==> src/rtl/io_window_decoder.sv <==
// rtl/io_window_decoder.sv - registered base/mask I/O window decoder with default responder and ack timeout
module io_window_decoder #(
    parameter int                      NUM_WIN     = 8,
    parameter logic [NUM_WIN*16-1:0]   RST_BASE    = {NUM_WIN{16'h0000}},
    parameter logic [NUM_WIN*16-1:0]   RST_MASK    = {NUM_WIN{16'h0000}},
    parameter logic [NUM_WIN-1:0]      RST_EN      = {NUM_WIN{1'b0}},
    parameter int                      TIMEOUT     = 32,
    parameter int                      DEFAULT_LAT = 1
) (
    input  logic               clk,
    input  logic               reset_n,
    input  logic               d_io,
    input  logic [19:1]        data_m_addr,
    input  logic               data_m_access,
    input  logic [NUM_WIN-1:0] win_ack,
    output logic [NUM_WIN-1:0] win_sel,
    output logic               default_sel,
    output logic               default_ack,
    output logic               timeout_ack,
    input  logic               cfg_we,
    input  logic [3:0]         cfg_idx,
    input  logic [15:0]        cfg_base,
    input  logic [15:0]        cfg_mask,
    input  logic               cfg_en,
    output logic               err_valid,
    output logic [15:0]        err_addr,
    output logic [3:0]         err_win,
    input  logic               err_clr
);
    localparam int CW = $clog2(TIMEOUT + 1);

    typedef enum logic [1:0] {IDLE, WIN, DFLT, DROP} state_t;

    state_t             state_q;
    logic [CW-1:0]      cnt_q;
    logic [NUM_WIN-1:0] win_sel_q;
    logic               default_sel_q, default_ack_q, timeout_ack_q;
    logic               err_valid_q;
    logic [15:0]        err_addr_q, addr_q;
    logic [3:0]         err_win_q, idx_q;

    logic [15:0]        base_q [NUM_WIN];
    logic [15:0]        mask_q [NUM_WIN];
    logic [NUM_WIN-1:0] en_q;

    logic [15:0]        port;
    logic               unused_addr;
    logic               hit;
    logic [3:0]         hit_idx;
    logic [NUM_WIN-1:0] sel_vec;

    assign port        = {data_m_addr[15:1], 1'b0};
    assign unused_addr = ^data_m_addr[19:16];

    // Scan downward so the lowest matching index is the one left standing.
    always_comb begin
        hit     = 1'b0;
        hit_idx = 4'd0;
        sel_vec = '0;
        for (int i = NUM_WIN - 1; i >= 0; i--) begin
            if (en_q[i] && ((port & mask_q[i]) == (base_q[i] & mask_q[i]))) begin
                hit     = 1'b1;
                hit_idx = 4'(i);
            end
        end
        for (int i = 0; i < NUM_WIN; i++) begin
            sel_vec[i] = hit && (hit_idx == 4'(i));
        end
    end

    always_ff @(posedge clk or negedge reset_n) begin
        if (!reset_n) begin
            for (int i = 0; i < NUM_WIN; i++) begin
                base_q[i] <= RST_BASE[16*i +: 16];
                mask_q[i] <= RST_MASK[16*i +: 16];
            end
            en_q <= RST_EN;
        end else if (cfg_we) begin
            for (int i = 0; i < NUM_WIN; i++) begin
                if (cfg_idx == 4'(i)) begin
                    base_q[i] <= cfg_base;
                    mask_q[i] <= cfg_mask;
                    en_q[i]   <= cfg_en;
                end
            end
        end
    end

    always_ff @(posedge clk or negedge reset_n) begin
        if (!reset_n) begin
            state_q       <= IDLE;
            cnt_q         <= '0;
            win_sel_q     <= '0;
            default_sel_q <= 1'b0;
            default_ack_q <= 1'b0;
            timeout_ack_q <= 1'b0;
            err_valid_q   <= 1'b0;
            err_addr_q    <= 16'h0000;
            err_win_q     <= 4'd0;
            addr_q        <= 16'h0000;
            idx_q         <= 4'd0;
        end else begin
            default_ack_q <= 1'b0;
            timeout_ack_q <= 1'b0;
            if (err_clr) begin
                err_valid_q <= 1'b0;
                err_addr_q  <= 16'h0000;
                err_win_q   <= 4'd0;
            end
            case (state_q)
                IDLE: begin
                    cnt_q <= '0;
                    if (d_io && data_m_access) begin
                        addr_q <= port;
                        idx_q  <= hit_idx;
                        if (hit) begin
                            win_sel_q <= sel_vec;
                            state_q   <= WIN;
                        end else begin
                            default_sel_q <= 1'b1;
                            state_q       <= DFLT;
                        end
                    end
                end
                WIN: begin
                    // An ack on the final cycle beats the timeout.
                    if (|(win_ack & win_sel_q)) begin
                        win_sel_q <= '0;
                        state_q   <= DROP;
                    end else if (cnt_q == CW'(TIMEOUT - 1)) begin
                        timeout_ack_q <= 1'b1;
                        win_sel_q     <= '0;
                        state_q       <= DROP;
                        if (!err_valid_q && !err_clr) begin
                            err_valid_q <= 1'b1;
                            err_addr_q  <= addr_q;
                            err_win_q   <= idx_q;
                        end
                    end else if (cnt_q != {CW{1'b1}}) begin
                        cnt_q <= cnt_q + 1'b1;
                    end
                end
                DFLT: begin
                    if (cnt_q == CW'(DEFAULT_LAT - 1)) begin
                        default_ack_q <= 1'b1;
                        default_sel_q <= 1'b0;
                        state_q       <= DROP;
                    end else if (cnt_q != {CW{1'b1}}) begin
                        cnt_q <= cnt_q + 1'b1;
                    end
                end
                DROP: begin
                    if (!data_m_access) begin
                        state_q <= IDLE;
                    end
                end
                default: state_q <= IDLE;
            endcase
        end
    end

    assign win_sel     = win_sel_q;
    assign default_sel = default_sel_q;
    assign default_ack = default_ack_q;
    assign timeout_ack = timeout_ack_q;
    assign err_valid   = err_valid_q;
    assign err_addr    = err_addr_q;
    assign err_win     = err_win_q;

endmodule
==> config.mk <==
export PLATFORM = sky130hd
export DESIGN_NAME = io_window_decoder
export DESIGN_NICKNAME = d
export VERILOG_FILES = /design/src/rtl/io_window_decoder.sv
export SDC_FILE = /design/constraint.sdc
export NUM_CORES = 1
export LEC_CHECK = 0
export BUFFER_PORTS_ARGS = -buffer_cell sky130_fd_sc_hd__buf_2
export CORE_MARGIN = 4
export CORE_UTILIZATION = 42
export CTS_CLUSTER_SIZE = 10
export DETAILED_ROUTE_END_ITERATION = 8
export GPL_TIMING_DRIVEN = 0
export HOLD_SLACK_MARGIN = 0.02
export MAX_ROUTING_LAYER = met4
export PLACE_DENSITY = 0.66
export SETUP_SLACK_MARGIN = 0.3
export SLEW_MARGIN = 10
export SYNTH_ARGS = -nofsm -noshare
export SYNTH_HDL_FRONTEND = slang
export SYNTH_SLANG_ARGS = --single-unit
==> constraint.sdc <==
create_clock -name clk -period 2.85 [get_ports clk]
set_input_delay 0.1425 -clock clk [delete_from_list [all_inputs] [get_ports clk]]
set_output_delay 0.1425 -clock clk [all_outputs]
set_load 0.1 [all_outputs]
==> After elaboration in Yosys (flattened, before gate mapping) <==
Index checks and enable logic that the tools add are counted.
{ "op_classes": {"n_addsub": 1, "n_eq_ne": 36, "mux": 57, "bitwise": 17, "n_reduce_logical": 41} }
{ "ops": {"columns": ["cell", "n"], "rows": [
  ["16-bit bitwise AND", 16],
  ["16-bit equality test", 8],
  ["16-bit 2-to-1 mux", 5],
  ["4-bit 2-to-1 mux", 11],
  ["4-bit by 3-bit equality test with 1-bit output (second input constant)", 8],
  ["8-bit 2-to-1 mux", 4],
  ["6-bit 2-to-1 mux", 4],
  ["1-bit 2-to-1 mux", 21],
  ["1-bit logical AND", 18],
  ["6-bit one-hot mux with 3 select lines", 1],
  ["2-bit AND reduction", 9],
  ["4-bit by 2-bit equality test with 1-bit output (second input constant)", 4],
  ["2-bit inequality test (second input constant)", 8],
  ["8-bit one-hot mux with 2 select lines", 1],
  ["4-bit AND reduction", 4],
  ["2-bit 2-to-1 mux", 6],
  ["8-bit bitwise AND", 1],
  ["4-bit by 1-bit equality test with 1-bit output (second input constant)", 2],
  ["4-bit logical NOT", 2],
  ["2-bit one-hot mux with 4 select lines", 1],
  ["8-bit OR reduction", 1],
  ["6-bit by 1-bit adder with 6-bit output (second input constant)", 1],
  ["6-bit by 5-bit equality test with 1-bit output (second input constant)", 1],
  ["6-bit logical NOT", 1],
  ["other kinds (10)", 14]
]} }
{ "word_totals": {"ff_bits": 323, "in_bits": 70, "out_inout_bits": 32, "wordCells": 187} }

==> Longest topological paths before layout <==
{ "logic_depth": {"depth_word": 16, "ltp_mapped": 9, "depth_no_buf": 9} }

==> Worst setup path before layout <==
Ideal clock, no wire load.
{ "synth_path": {"kind": "reg-to-reg", "start": "register win_sel_q[0] (netlist: win_sel[0])", "end": "register cnt_q[5]", "setup_time_ns": 0.124, "arrival_time_ns": 2.125, "t_required_ns": 2.726, "path_slack_ns": 0.602, "path_stages_with_launch": 9, "n_path_buf": 0, "period_less_slack_ns": 2.248, "path_cell_list": "dfrtp_1 a22oi_1 nand4_1 o21ai_0 o311ai_0 nor2_1 nand4_1 xor2_1 nor2_1"} }
{ "synth_between": {"elab_chain_len": 4} }
{ "synth_rtl": {"columns": ["element", "line_no", "text"], "rows": [
  ["from (decl)", "36", "logic [NUM_WIN-1:0] win_sel_q;"],
  ["from (signal assigned)", "117", "win_sel_q <= sel_vec;"],
  ["8-bit bitwise AND", "127", "if (|(win_ack & win_sel_q)) begin"],
  ["8-bit OR reduction", "127", null],
  ["2-bit inequality test (no source line)", null, null],
  ["4-bit AND reduction (no source line)", null, null],
  ["to (signal assigned)", "140", "cnt_q <= cnt_q + 1'b1;"],
  ["to (signal assigned)", "149", "cnt_q <= cnt_q + 1'b1;"],
  ["to (decl)", "35", "logic [CW-1:0] cnt_q;"]
]} }
No other way between the ends.
A chain may end at the register's enable or synchronous reset.

==> Worst setup path after layout <==
{ "layout_path": {"start": "register base_q[119] (netlist bit)", "end": "register win_sel_q[2] (netlist: win_sel[2])"} }
{ "layout_between": {"elab_chain_len": 9, "word_cells_on_any_way": 12, "classes_between": "3 x eq/ne; 5 x mux; 1 x bitwise; 3 x reduce/logical"} }
{ "layout_rtl": {"columns": ["element", "line_no", "text"], "rows": [
  ["from (decl)", "42", "logic [15:0] base_q [NUM_WIN];"],
  ["from (signal, indexed assignment)", "74", "base_q[i] <= RST_BASE[16*i +: 16];"],
  ["from (signal, indexed assignment)", "81", "base_q[i] <= cfg_base;"],
  ["16-bit bitwise AND (*)", "61", "if (en_q[i] && ((port & mask_q[i]) == (base_q[i] & mask_q[i]))) begin"],
  ["16-bit equality test (*)", "61", null],
  ["1-bit logical AND (*)", "61", null],
  ["4-bit 2-to-1 mux", "61", null],
  ["4-bit by 2-bit equality test with 1-bit output", "67", "sel_vec[i] = hit && (hit_idx == 4'(i));"],
  ["1-bit logical AND", "67", null],
  ["8-bit 2-to-1 mux", "116", "if (hit) begin"],
  ["8-bit 2-to-1 mux", "113", "if (d_io && data_m_access) begin"],
  ["8-bit one-hot mux with 2 select lines", "110", "case (state_q)"]
]} }
Mark *: on every way between the ends. The rest lies on a longest branch, timed or not. The select of a mux whose other input is x is not followed.

==> impl_metrics.tcl <==
set metrics [dict create \
    outcome "complete, no violations" \
    dr.pass1.iters 5 \
    clock_sinks 322 \
    viasPerCell 5.38 \
    synth_edf_count 0 \
    port_buffers 80 \
    floorplan.initialDensity 0.425 \
    cts_tree "yes" \
    syn-instance-count 1036 \
    setup_viol 0 \
    cp.required_ns 3.25 \
    grt_setup_unrepaired "no" \
    report.final.slew_viol_count 0 \
    synth_ff_type "dfrtp_1" \
    dp.cells 1567 \
    clkTransAtPathRegs_ns 0.05 \
    max_freq_ghz 0.401 \
    dp.final_hpwl_um 25300 \
    finClkSkew_ns 0.0116 \
    cts_buffers 38 \
    synthToLayoutAreaGrowth_pct 16.6 \
    synth_cell_types 47 \
    hold_ws_ns 0.0200 \
    final_nets 1257 \
    yosys_warnings 0 \
    cts_max_path_buffers 3 \
    row_count 67 \
    path_class "flop to flop" \
    powerDensity_nw_per_um2 749 \
    start_kind "flop" \
    diodes 0 \
    ys_top_cells_by_area "dfrtp_1, mux2_2, xor2_1, a22oi_1, mux2i_1" \
    dieHeight_um 192 \
    fin_crit_sh 0.875 \
    overflow 0 \
    hold_viol_final 0 \
    grt_max_degree 107 \
    drc 0 \
    finalNonFillerCells 1634 \
    hold_class "primary input to flop" \
    ant_nets 0 \
    async_flop_share 1.00 \
    grt_pass1_wl_um 55600 \
    mappedNetlistNets 1112 \
    io_pins 102 \
    synth_top_area_frac 0.565 \
    synth_top_area_cell "dfrtp_1" \
    syn_avg_cell_area_um2 13.8 \
    num_vias 8799 \
    layout-drive-gt1-share 0.384 \
    h-tree-depth 2 \
    synth_common_cells "dfrtp_1, mux2_2, xor2_1" \
    ir_worst_vdd_uv 455 \
    dieArea_um2 37000 \
    grt_pass1_vias 9149 \
    slew_headroom 0.304 \
    end_kind "flop" \
    worst_pin_slew_ns 1.04 \
    syn-cell-area_um2 14300 \
    gp_congestion 0.857 \
    synth_seq_cells 322 \
    worst_slack_ns 0.356 \
    drtIter0Drc 514 \
    critPathMaxFanout 8 \
    drv_cap 0 \
    ctsRootBufferMaster "clkbuf_16" \
    pre_cts_ws_ns -0.00663 \
    yosysMostFrequentCell "dfrtp_1" \
    finalCriticalPeriod_ns 2.49 \
    clock_latency_ns 0.52 \
    die_w_um 192 \
    post_drt_wl_per_cell_um 22.7 \
    crit_arrival_ns 2.89 \
    core_area_um2 33500 \
    grt_usage 0.208 \
    ys_seq_area_frac 0.565 \
    antenna_found_initial 3 \
    drt_wl_total_um 37000 \
    power.leakage_uw 0.00758 \
]
## critical path, cell delays in order, from the launching register on
cell and delay, ns:
dfrtp_1 0.39, xor2_1 0.15, a22oi_1 0.29, nand4_1 0.40, nor3_4 0.40, nor2_2 0.12
nand4_4 0.11, a32o_4 0.21, mux2_4 0.31
## area by class of cell
type,instances,area [µm²]
flip-flops and latches,322,8060
multi-input cells,648,5910
clock buffers,44,1060
clock inverters,1,5.00
well taps,448,561
inverters,17,63.8
repair buffers,105,708
fillers,2983,16900
plain buffers,49,274
## cells in the final DEF, fill, tap and decap left out, types with 6 or more instances in the layout
cell type        n
ha_1             6
mux2i_1         19
nor2_1          38
dlygate4sd3_1   20
nand2_1         36
nand3_1          7
inv_1           17
clkbuf_16       41
dfrtp_1        322
buf_4           11
mux2_2         279
xor2_1         122
buf_6            6
buf_2           88
clkbuf_1        21
nand4_1         17
o21ai_0         13
a22oi_1         55
## worst paths after layout
kind | startpoint | cells past startpoint | endpoint | slack, ns
max | base_q[119] | 8 | win_sel[2] | 0.36
min | cfg_mask[15] | 2 | mask_q[63] | 0.02
max reg2reg | base_q[119] | 8 | win_sel[2] | 0.36
min reg2reg | idx_q[2] | 2 | idx_q[2] | 0.50
max in group asynchronous | reset_n | 4 | base_q[72] | 1.37
min in group asynchronous | reset_n | 2 | err_addr[5] | 0.20
## report_power, final
group	internal, µW	switching [µW]
clock	2570	1750
combinational	1130	1040
sequential	5450	506
total	9160	3290
## metrics by stage
step	TNS (ns)	utilization	power, µW	instance area (µm²)
2_1_floorplan	0	-	7380	14300
3_5_place_dp	-0.00854	0.457	8140	15300
5_1_grt	0	0.496	13000	16600
4_1_cts	0	0.495	12500	16600
6_report	0	0.496	12500	16600
3_3_place_gp	-1455.68	0.454	8040	15200
## kinds of logic after synthesis
group,count (synthesis),share of synthesized area
muxes,300,0.236
xor gates and xnor gates,123,0.0761
adders and majority gates,6,0.00526
DFF,322,0.565
AOI/OAI and AO/OA,91,0.0477
and+or+nand+nor,128,0.0466
buffers and inverters,66,0.0237
## sequential cells by signal, summed over array words and instances, names as in the netlist
register / flops
addr_q: 15
base_q: 128
cnt_q: 6
default_ack: 1
default_sel: 1
en_q: 8
err_addr: 16
err_valid: 1
err_win: 4
idx_q: 3
mask_q: 128
state_q: 2
timeout_ack: 1
win_sel: 8
## per-layer routing
metal  up-vias  GRT usage  routed length, µm
met3        68     0.0393               2040
met2       198      0.334              17600
li1       3967          -                  -
met5         -          -                  0
met1      4566      0.272              16400
met4         0     0.0601               1060
## timing repair
item                       CTS  global route
hold endpoints to repair   141             0
hold buffers                20             0
resized for setup            5             3
setup endpoints to repair   11             2
buffers inserted             0             2
pin swaps                    0             3
Power figures use the tool's default switching activity.
